[src/rtl/parameters.sv]
// parameters -- definitions shared by the configuration datapath.
// Holds the size of the configuration register file and the state
// encoding of the conf_loader write sequencer.
package parameters;

  // Number of registers in the configuration register file.
  localparam int unsigned CONF_REGISTERS_SIZE = 32;

  typedef enum logic [1:0] {
    IDLE,
    RD_IDX,
    RD_DAT,
    WRITE
  } conf_loader_state_t;

endpackage : parameters

[src/rtl/conf_loader.sv]
// conf_loader -- configuration write sequencer.
// Walks a table of (register index, data) word pairs in config memory and
// replays each pair as a one-cycle write on the register-file port.
// Optional feature: define CONF_LOADER_RANGE_CHECK_EN to drop writes whose
// register index is outside the register file and flag them on err_addr.
module conf_loader
  import parameters::*;
#(
  parameter int MEM_ADDR_W    = 16,
  parameter int MAX_RECORDS_W = 16
) (
  input  logic                     clk,
  input  logic                     reset,
  input  logic                     start,
  input  logic [MEM_ADDR_W-1:0]    base_addr,
  input  logic [MAX_RECORDS_W-1:0] num_records,
  output logic                     mem_rd_en,
  output logic [MEM_ADDR_W-1:0]    mem_rd_addr,
  input  logic [31:0]              mem_rd_data,
  output logic                     wr_en_ext,
  output logic [31:0]              wr_addr_ext,
  output logic [31:0]              wr_data_ext,
  output logic                     busy,
  output logic                     done,
  output logic                     err_addr
);

  conf_loader_state_t       state_q, state_d;
  logic [MEM_ADDR_W-1:0]    ptr_q, ptr_d;
  logic [MAX_RECORDS_W-1:0] remaining_q, remaining_d;
  logic [31:0]              idx_q, idx_d;
  logic                     wr_en_q, wr_en_d;
  logic [31:0]              wr_addr_q, wr_addr_d;
  logic [31:0]              wr_data_q, wr_data_d;
  logic                     done_q, done_d;
  logic                     wr_ok;

`ifdef CONF_LOADER_RANGE_CHECK_EN
  logic err_q, err_d;

  // Only indices that land inside the register file may be written.
  assign wr_ok    = (idx_q < 32'(CONF_REGISTERS_SIZE));
  assign err_addr = err_q;
`else
  assign wr_ok    = 1'b1;
  assign err_addr = 1'b0;
`endif

  // Next-state and datapath updates for the sequencer.
  always_comb begin
    // NOTE: every signal gets a default before the case so no path leaves
    // one unassigned, which would otherwise infer a latch.
    state_d     = state_q;
    ptr_d       = ptr_q;
    remaining_d = remaining_q;
    idx_d       = idx_q;
    wr_en_d     = 1'b0;
    wr_addr_d   = wr_addr_q;
    wr_data_d   = wr_data_q;
    done_d      = 1'b0;
`ifdef CONF_LOADER_RANGE_CHECK_EN
    err_d       = err_q;
`endif

    case (state_q)
      IDLE: begin
        if (start) begin
          if (num_records != '0) begin
            ptr_d       = base_addr;
            remaining_d = num_records;
            state_d     = RD_IDX;
`ifdef CONF_LOADER_RANGE_CHECK_EN
            err_d       = 1'b0;
`endif
          end else begin
            // Empty table: acknowledge immediately, touch nothing.
            done_d = 1'b1;
          end
        end
      end

      RD_IDX: state_d = RD_DAT;

      RD_DAT: begin
        // Index word requested in RD_IDX is on the read bus now.
        idx_d   = mem_rd_data;
        state_d = WRITE;
      end

      WRITE: begin
        // Data word requested in RD_DAT is on the read bus now.
        if (wr_ok) begin
          wr_en_d   = 1'b1;
          wr_addr_d = idx_q;
          wr_data_d = mem_rd_data;
        end
`ifdef CONF_LOADER_RANGE_CHECK_EN
        else begin
          err_d = 1'b1;
        end
`endif
        ptr_d       = ptr_q + MEM_ADDR_W'(2);
        remaining_d = remaining_q - MAX_RECORDS_W'(1);
        if (remaining_q == MAX_RECORDS_W'(1)) begin
          state_d = IDLE;
          done_d  = 1'b1;
        end else begin
          state_d = RD_IDX;
        end
      end

      default: state_d = IDLE;
    endcase
  end

  // State and output registers with synchronous reset.
  always_ff @(posedge clk) begin
    // NOTE: sequential state uses non-blocking assignments so all registers
    // update together from values sampled before the edge.
    if (reset) begin
      state_q     <= IDLE;
      ptr_q       <= '0;
      remaining_q <= '0;
      idx_q       <= '0;
      wr_en_q     <= 1'b0;
      wr_addr_q   <= '0;
      wr_data_q   <= '0;
      done_q      <= 1'b0;
`ifdef CONF_LOADER_RANGE_CHECK_EN
      err_q       <= 1'b0;
`endif
    end else begin
      state_q     <= state_d;
      ptr_q       <= ptr_d;
      remaining_q <= remaining_d;
      idx_q       <= idx_d;
      wr_en_q     <= wr_en_d;
      wr_addr_q   <= wr_addr_d;
      wr_data_q   <= wr_data_d;
      done_q      <= done_d;
`ifdef CONF_LOADER_RANGE_CHECK_EN
      err_q       <= err_d;
`endif
    end
  end

  // Memory read port is decoded directly from the current state; the
  // address sits at zero whenever no read is issued.
  always_comb begin
    mem_rd_en   = 1'b0;
    mem_rd_addr = '0;
    if (state_q == RD_IDX) begin
      mem_rd_en   = 1'b1;
      mem_rd_addr = ptr_q;
    end else if (state_q == RD_DAT) begin
      mem_rd_en   = 1'b1;
      mem_rd_addr = ptr_q + MEM_ADDR_W'(1);
    end
  end

  assign wr_en_ext   = wr_en_q;
  assign wr_addr_ext = wr_addr_q;
  assign wr_data_ext = wr_data_q;
  assign done        = done_q;
  assign busy        = (state_q != IDLE);

endmodule : conf_loader

[config.mk]
export PLATFORM = sky130hd
export DESIGN_NAME = conf_loader
export DESIGN_NICKNAME = d
export VERILOG_FILES = /design/src/rtl/parameters.sv /design/src/rtl/conf_loader.sv
export SDC_FILE = /design/constraint.sdc
export NUM_CORES = 1
export LEC_CHECK = 0
export CAP_MARGIN = 5
export CORE_MARGIN = 2
export CORE_UTILIZATION = 45
export CTS_BUF_LIST = sky130_fd_sc_hd__clkbuf_8
export DETAILED_ROUTE_END_ITERATION = 12
export GPL_ROUTABILITY_DRIVEN = 0
export MAX_ROUTING_LAYER = met4
export PLACE_DENSITY = 0.78
export SKIP_CTS_REPAIR_TIMING = 1
export SLEW_MARGIN = 20
export SYNTH_ARGS = -nofsm -noshare
export SYNTH_HDL_FRONTEND = slang
export SYNTH_SLANG_ARGS = --single-unit
[constraint.sdc]
create_clock -name clk -period 5.51 [get_ports clk]
set_input_delay 0.8265 -clock clk [delete_from_list [all_inputs] [get_ports clk]]
set_output_delay 0.8265 -clock clk [all_outputs]
set_load 0.02 [all_outputs]
Word level (Yosys, flattened, before mapping)
Index checks and enable logic that the tools add are counted.
- flip-flop bits (word level): 132
- bits of input ports: 67
- output and inout bits: 85
- word-level logic and storage cells: 42
- add/sub/neg operators: 3
- eq/ne operators: 6
- muxes and demuxes: 19
- reductions and logical operators: 6
- operators by type and width (operator ; number):
    16-bit two-way mux ; 6
    16-bit case mux with 2 select lines ; 2
    16-bit by 1-bit adder with 16-bit output (second input constant) ; 1
    16-bit by 2-bit adder with 16-bit output (second input constant) ; 1
    16-bit by 1-bit == test with 1-bit output (second input constant) ; 1
    16-bit nonzero test ; 1
    16-bit by 1-bit subtractor with 16-bit output (second input constant) ; 1
    2-bit case mux with 4 select lines ; 1
    1-bit two-way mux ; 7
    2-bit == test (second input constant) ; 2
    2-bit two-way mux ; 2
    2-bit != test (second input constant) ; 2
    2-bit nonzero test ; 2
    3-bit AND reduction ; 1
    2-bit by 1-bit == test with 1-bit output (second input constant) ; 1
    2-bit zero test ; 1
    1-bit case mux with 2 select lines ; 1
    2-bit AND reduction ; 1

Longest topological paths before layout
- depth in word-level cells: 4
- gate-level depth with buffers: 9
- mapped depth without buffers: 7

Worst setup path before layout
OpenSTA, ideal clock, no wires.
- kind: flip-flop to output port
- from: register state_q[1]
- to: output port mem_rd_addr[10]
- arrival time: 2146 ps
- data required time: 4683 ps
- path slack: 2537 ps
- stages on the path, launching flop included: 8
- buffers on the path: 2
- path through: dfxtp_1 -> inv_1 -> ha_1 -> clkbuf_1 -> or4b_1 -> clkbuf_1 -> or3_1 -> a21oi_1
- cells in the longest elaborated chain, start to end: 3
- elaborated cells on any way between the ends: 4
- those cells by class: 2 x eq/ne; 2 x mux
- RTL lines (what ; RTL line ; source):
    start: declaration ; conf_loader.sv:28 ; conf_loader_state_t state_q, state_d;
    start signal: assignment ; conf_loader.sv:133 ; state_q <= state_d;
    2-bit == test ; conf_loader.sv:155 ; end else if (state_q == RD_DAT) begin
    16-bit two-way mux ; conf_loader.sv:155 ;
    16-bit two-way mux (*) ; conf_loader.sv:152 ; if (state_q == RD_IDX) begin
    end: declaration ; conf_loader.sv:18 ; output logic [MEM_ADDR_W-1:0] mem_rd_addr,
Mark *: on every way between the ends. The rest lies on a longest branch, timed or not.

Worst setup path after layout
Same ends and word-level chain as after synthesis.

==> results.json <==
{
  "p_leak_nw": 2.77,
  "drc": 0,
  "worstMarginPinSlew_ps": 1020,
  "drtIter0Drc": 435,
  "final.setup.tns_ps": 0,
  "gr-total-overflow": 0,
  "cts_tree": "yes",
  "grt_max_degree": 103,
  "rsz0062_at_grt": "no",
  "end_kind": "output port",
  "p_per_area_nw_per_um2": 409,
  "cpPeakStageDelay_ps": 750,
  "synth_seq_cells": 132,
  "synth_fa_ha_area_share_pct": 1.85,
  "cell_internal_pwr_mw": 2.04,
  "dr.pass1.iters": 5,
  "worst_slew_margin_rel_pct": 32.3,
  "yosys.cell_types.count": 62,
  "fp.dieH_um": 120,
  "core_area_um2": 13200,
  "grt_first_pass_wirelength_um": 26400,
  "die_w_um": 120,
  "critPathArrivalTime_ps": 3390,
  "htree_levels": 4,
  "antenna_found_initial": 0,
  "worst_ep_required_time_ps": 4680,
  "crit_fanout": 26,
  "dr_total_vias": 5697,
  "portBuffers": 150,
  "clkTransAtPathRegs_ps": 80,
  "hold_path_class": "reg2reg",
  "synth_compound_gate_area_share_pct": 12.6,
  "synth_area_um2": 6090,
  "synth-warning-count": 0,
  "path_class": "reg2out",
  "final-setup-viol-count": 0,
  "nNetsFinal": 897,
  "clk-insertion-delay-late_ps": 450,
  "synth_xor_area_share_pct": 0.431,
  "period_share_pct": 76.5,
  "status": "finished, final reports clean",
  "cts_root_buf": "clkbuf_8",
  "crit_chain": "inv_1 -> ha_1 -> or4b_1 -> or3_1 -> a21oi_1 -> clkdlybuf4s50_1",
  "pwr-share-clk_pct": 25.0,
  "clock_skew_ps": 13.7,
  "grt_pass1_vias": 5418,
  "start_kind": "register",
  "cp_slowest_cell": "or4b_1",
  "p_total_mw": 3.30,
  "yosys_most_used_dff": "dfxtp_1",
  "switchingPower_mw": 1.26,
  "synth_seq_area_share_pct": 43.4,
  "final.min_clock_period_ps": 4220,
  "power.share.sequential_pct": 38.1,
  "die_area_um2": 14500,
  "synth_top_family_by_area": "simple AND/OR/NAND/NOR gates",
  "synthMuxAreaShare_pct": 17.5,
  "synth_edf_count": 0,
  "cp_top_family": "simple AND/OR/NAND/NOR gates",
  "ioPinCount": 152,
  "crit_buf_inv": 2,
  "final_max_slew_viol_count": 0,
  "dp_hpwl_um": 11700,
  "rows": 42,
  "area_growth_pct": 32.3,
  "drv_cap": 0,
  "post_drt_via_cell_ratio": 5.64,
  "instances_no_fill": 1010,
  "cts_buffers": 17,
  "synth_simple_gate_area_share_pct": 20.2,
  "syn_area_per_cell_um2": 8.72,
  "diodes": 0,
  "dp_cells": 978,
  "peakVddDrop_mv": 0.218,
  "pwr-share-comb_pct": 36.9,
  "layout-drive-gt1-share_pct": 5.64,
  "switching_share_pct": 38.1,
  "ys_async_sr_fraction_pct": 0,
  "grt.total_usage_pct": 23.5,
  "syn_inst": 699,
  "syn_nets": 775,
  "hold_violations": 0,
  "cts_buffer_depth": 2,
  "start_util_pct": 46.0,
  "antenna_left": 0,
  "clkSinkCount": 132,
  "drt_wl_total_um": 16800,
  "wire_per_inst_um": 16.7,
  "max_freq_mhz": 237
}
## per-stage QoR
| stage | hold slack, ps | worst slack [ps] | util, % | cell area (um^2) |
|---|---|---|---|---|
| 6_report | 494 | 1290 | 60.9 | 8060 |
| 5_1_grt | 519 | 1110 | 60.9 | 8060 |
| 4_1_cts | 501 | 1260 | 60.9 | 8060 |
| 3_5_place_dp | 483 | 1790 | 57.8 | 7660 |
| 3_3_place_gp | 468 | 1850 | 57.8 | 7660 |
| 2_1_floorplan | 458 | 2540 | - | 6090 |
## area by class of cell
type                       instances  area (um^2)
multi-input combinational        504         3220
clock buffer                      18          248
fill                            1142         5180
sequential                       132         2640
inverter                          11         41.3
timing repair buffer             155         1540
clock inverter                    14          154
tap                              176          220
## worst reg2reg max path, cell delays in order, from the launching register on
cell	delay, ps
dfxtp_1	350
inv_1	160
ha_1	330
nor4b_1	360
nand3_1	220
o21ai_1	810
buf_4	350
o32ai_1	100
a311o_1	270
## worst paths after layout
check                                                     to  slack, ps  depth (start not counted)                          from
worst max register to register        ptr_q[15]$_SDFFE_PP0P_       2460                          8       state_q[0]$_SDFFE_PP0P_
worst min register to register  wr_addr_ext[11]$_SDFFE_PP0P_        490                          2  wr_addr_ext[11]$_SDFFE_PP0P_
worst max-delay path                         mem_rd_addr[10]       1290                          6       state_q[1]$_SDFFE_PP0P_
worst min-delay path            wr_addr_ext[11]$_SDFFE_PP0P_        490                          2  wr_addr_ext[11]$_SDFFE_PP0P_
## power by group through the flow
stage          Combinational, mW  Clock (mW)  Sequential [mW]
2_1_floorplan              0.825           0             1.25
3_3_place_gp                1.18           0             1.26
5_1_grt                     1.31       0.886             1.28
3_5_place_dp                1.21           0             1.27
6_report                    1.22       0.825             1.26
4_1_cts                     1.21       0.850             1.25
## cell usage after synthesis (5+ instances only)
master / n / share of area (%)
nor4_1: 8 / 0.82
mux2i_1: 104 / 17
or3_1: 9 / 0.92
nor3_1: 21 / 1.7
nand3_1: 18 / 1.5
buf_1: 12 / 0.74
nand2_1: 43 / 2.6
o21ai_1: 10 / 0.82
ha_1: 9 / 1.8
a21oi_1: 23 / 1.9
dfxtp_1: 132 / 43
nor2_1: 128 / 7.9
and3_1: 6 / 0.62
buf_2: 5 / 0.41
a31oi_1: 13 / 1.3
o21ai_0: 30 / 2.5
clkbuf_1: 34 / 2.1
a211oi_1: 6 / 0.74
a32oi_1: 5 / 0.72
inv_1: 11 / 0.68
## state kept, by name, indices dropped and copies added (netlist names)
| register | count |
|---|---|
| idx_q | 32 |
| wr_data_ext | 32 |
| ptr_q | 16 |
| wr_addr_ext | 32 |
| remaining_q | 16 |
| wr_en_ext | 1 |
| state_q | 2 |
| done | 1 |
## layer usage
metal / global-route usage [%] / wire length [um] / part of all wire [%]
met1: 27.9 / 6920 / 41
met2: 36.3 / 7970 / 47
met3: 8.63 / 1660 / 9.8
met4: 9.08 / 294 / 1.7
met5: - / 0 / 0
## placed cells by master (no fill, tap or decap), drive strengths merged, types with 3 or more instances in the layout
cell type	instances
clkdlybuf4s50	149
dfxtp	132
nor2	128
mux2i	104
nand2	43
o21ai	40
a21oi	23
nor3	22
nand3	18
clkbuf	18
inv	17
a31oi	13
or3	9
nor4	9
ha	9
a211oi	7
and3	6
buf	6
or4	6
a32oi	5
and2	4
a22oi	4
a22o	3
nand4	3
nand2b	3
a21o	3
o31ai	3
nor2b	3
clkinv	3
clkinvlp	3
a2111oi	3
## logic make-up (layout without fill, tap and decap cells)
logic type	after synthesis	after routing
muxes	106	106
adders and majority gates	9	9
AOI/OAI and AO/OA	120	120
other	1	1
DFF	132	132
xor gates and xnor gates	3	3
and+or+nand+nor	265	265
buffers and inverters	63	198
Note: power is estimated with default switching activity, not from simulation.
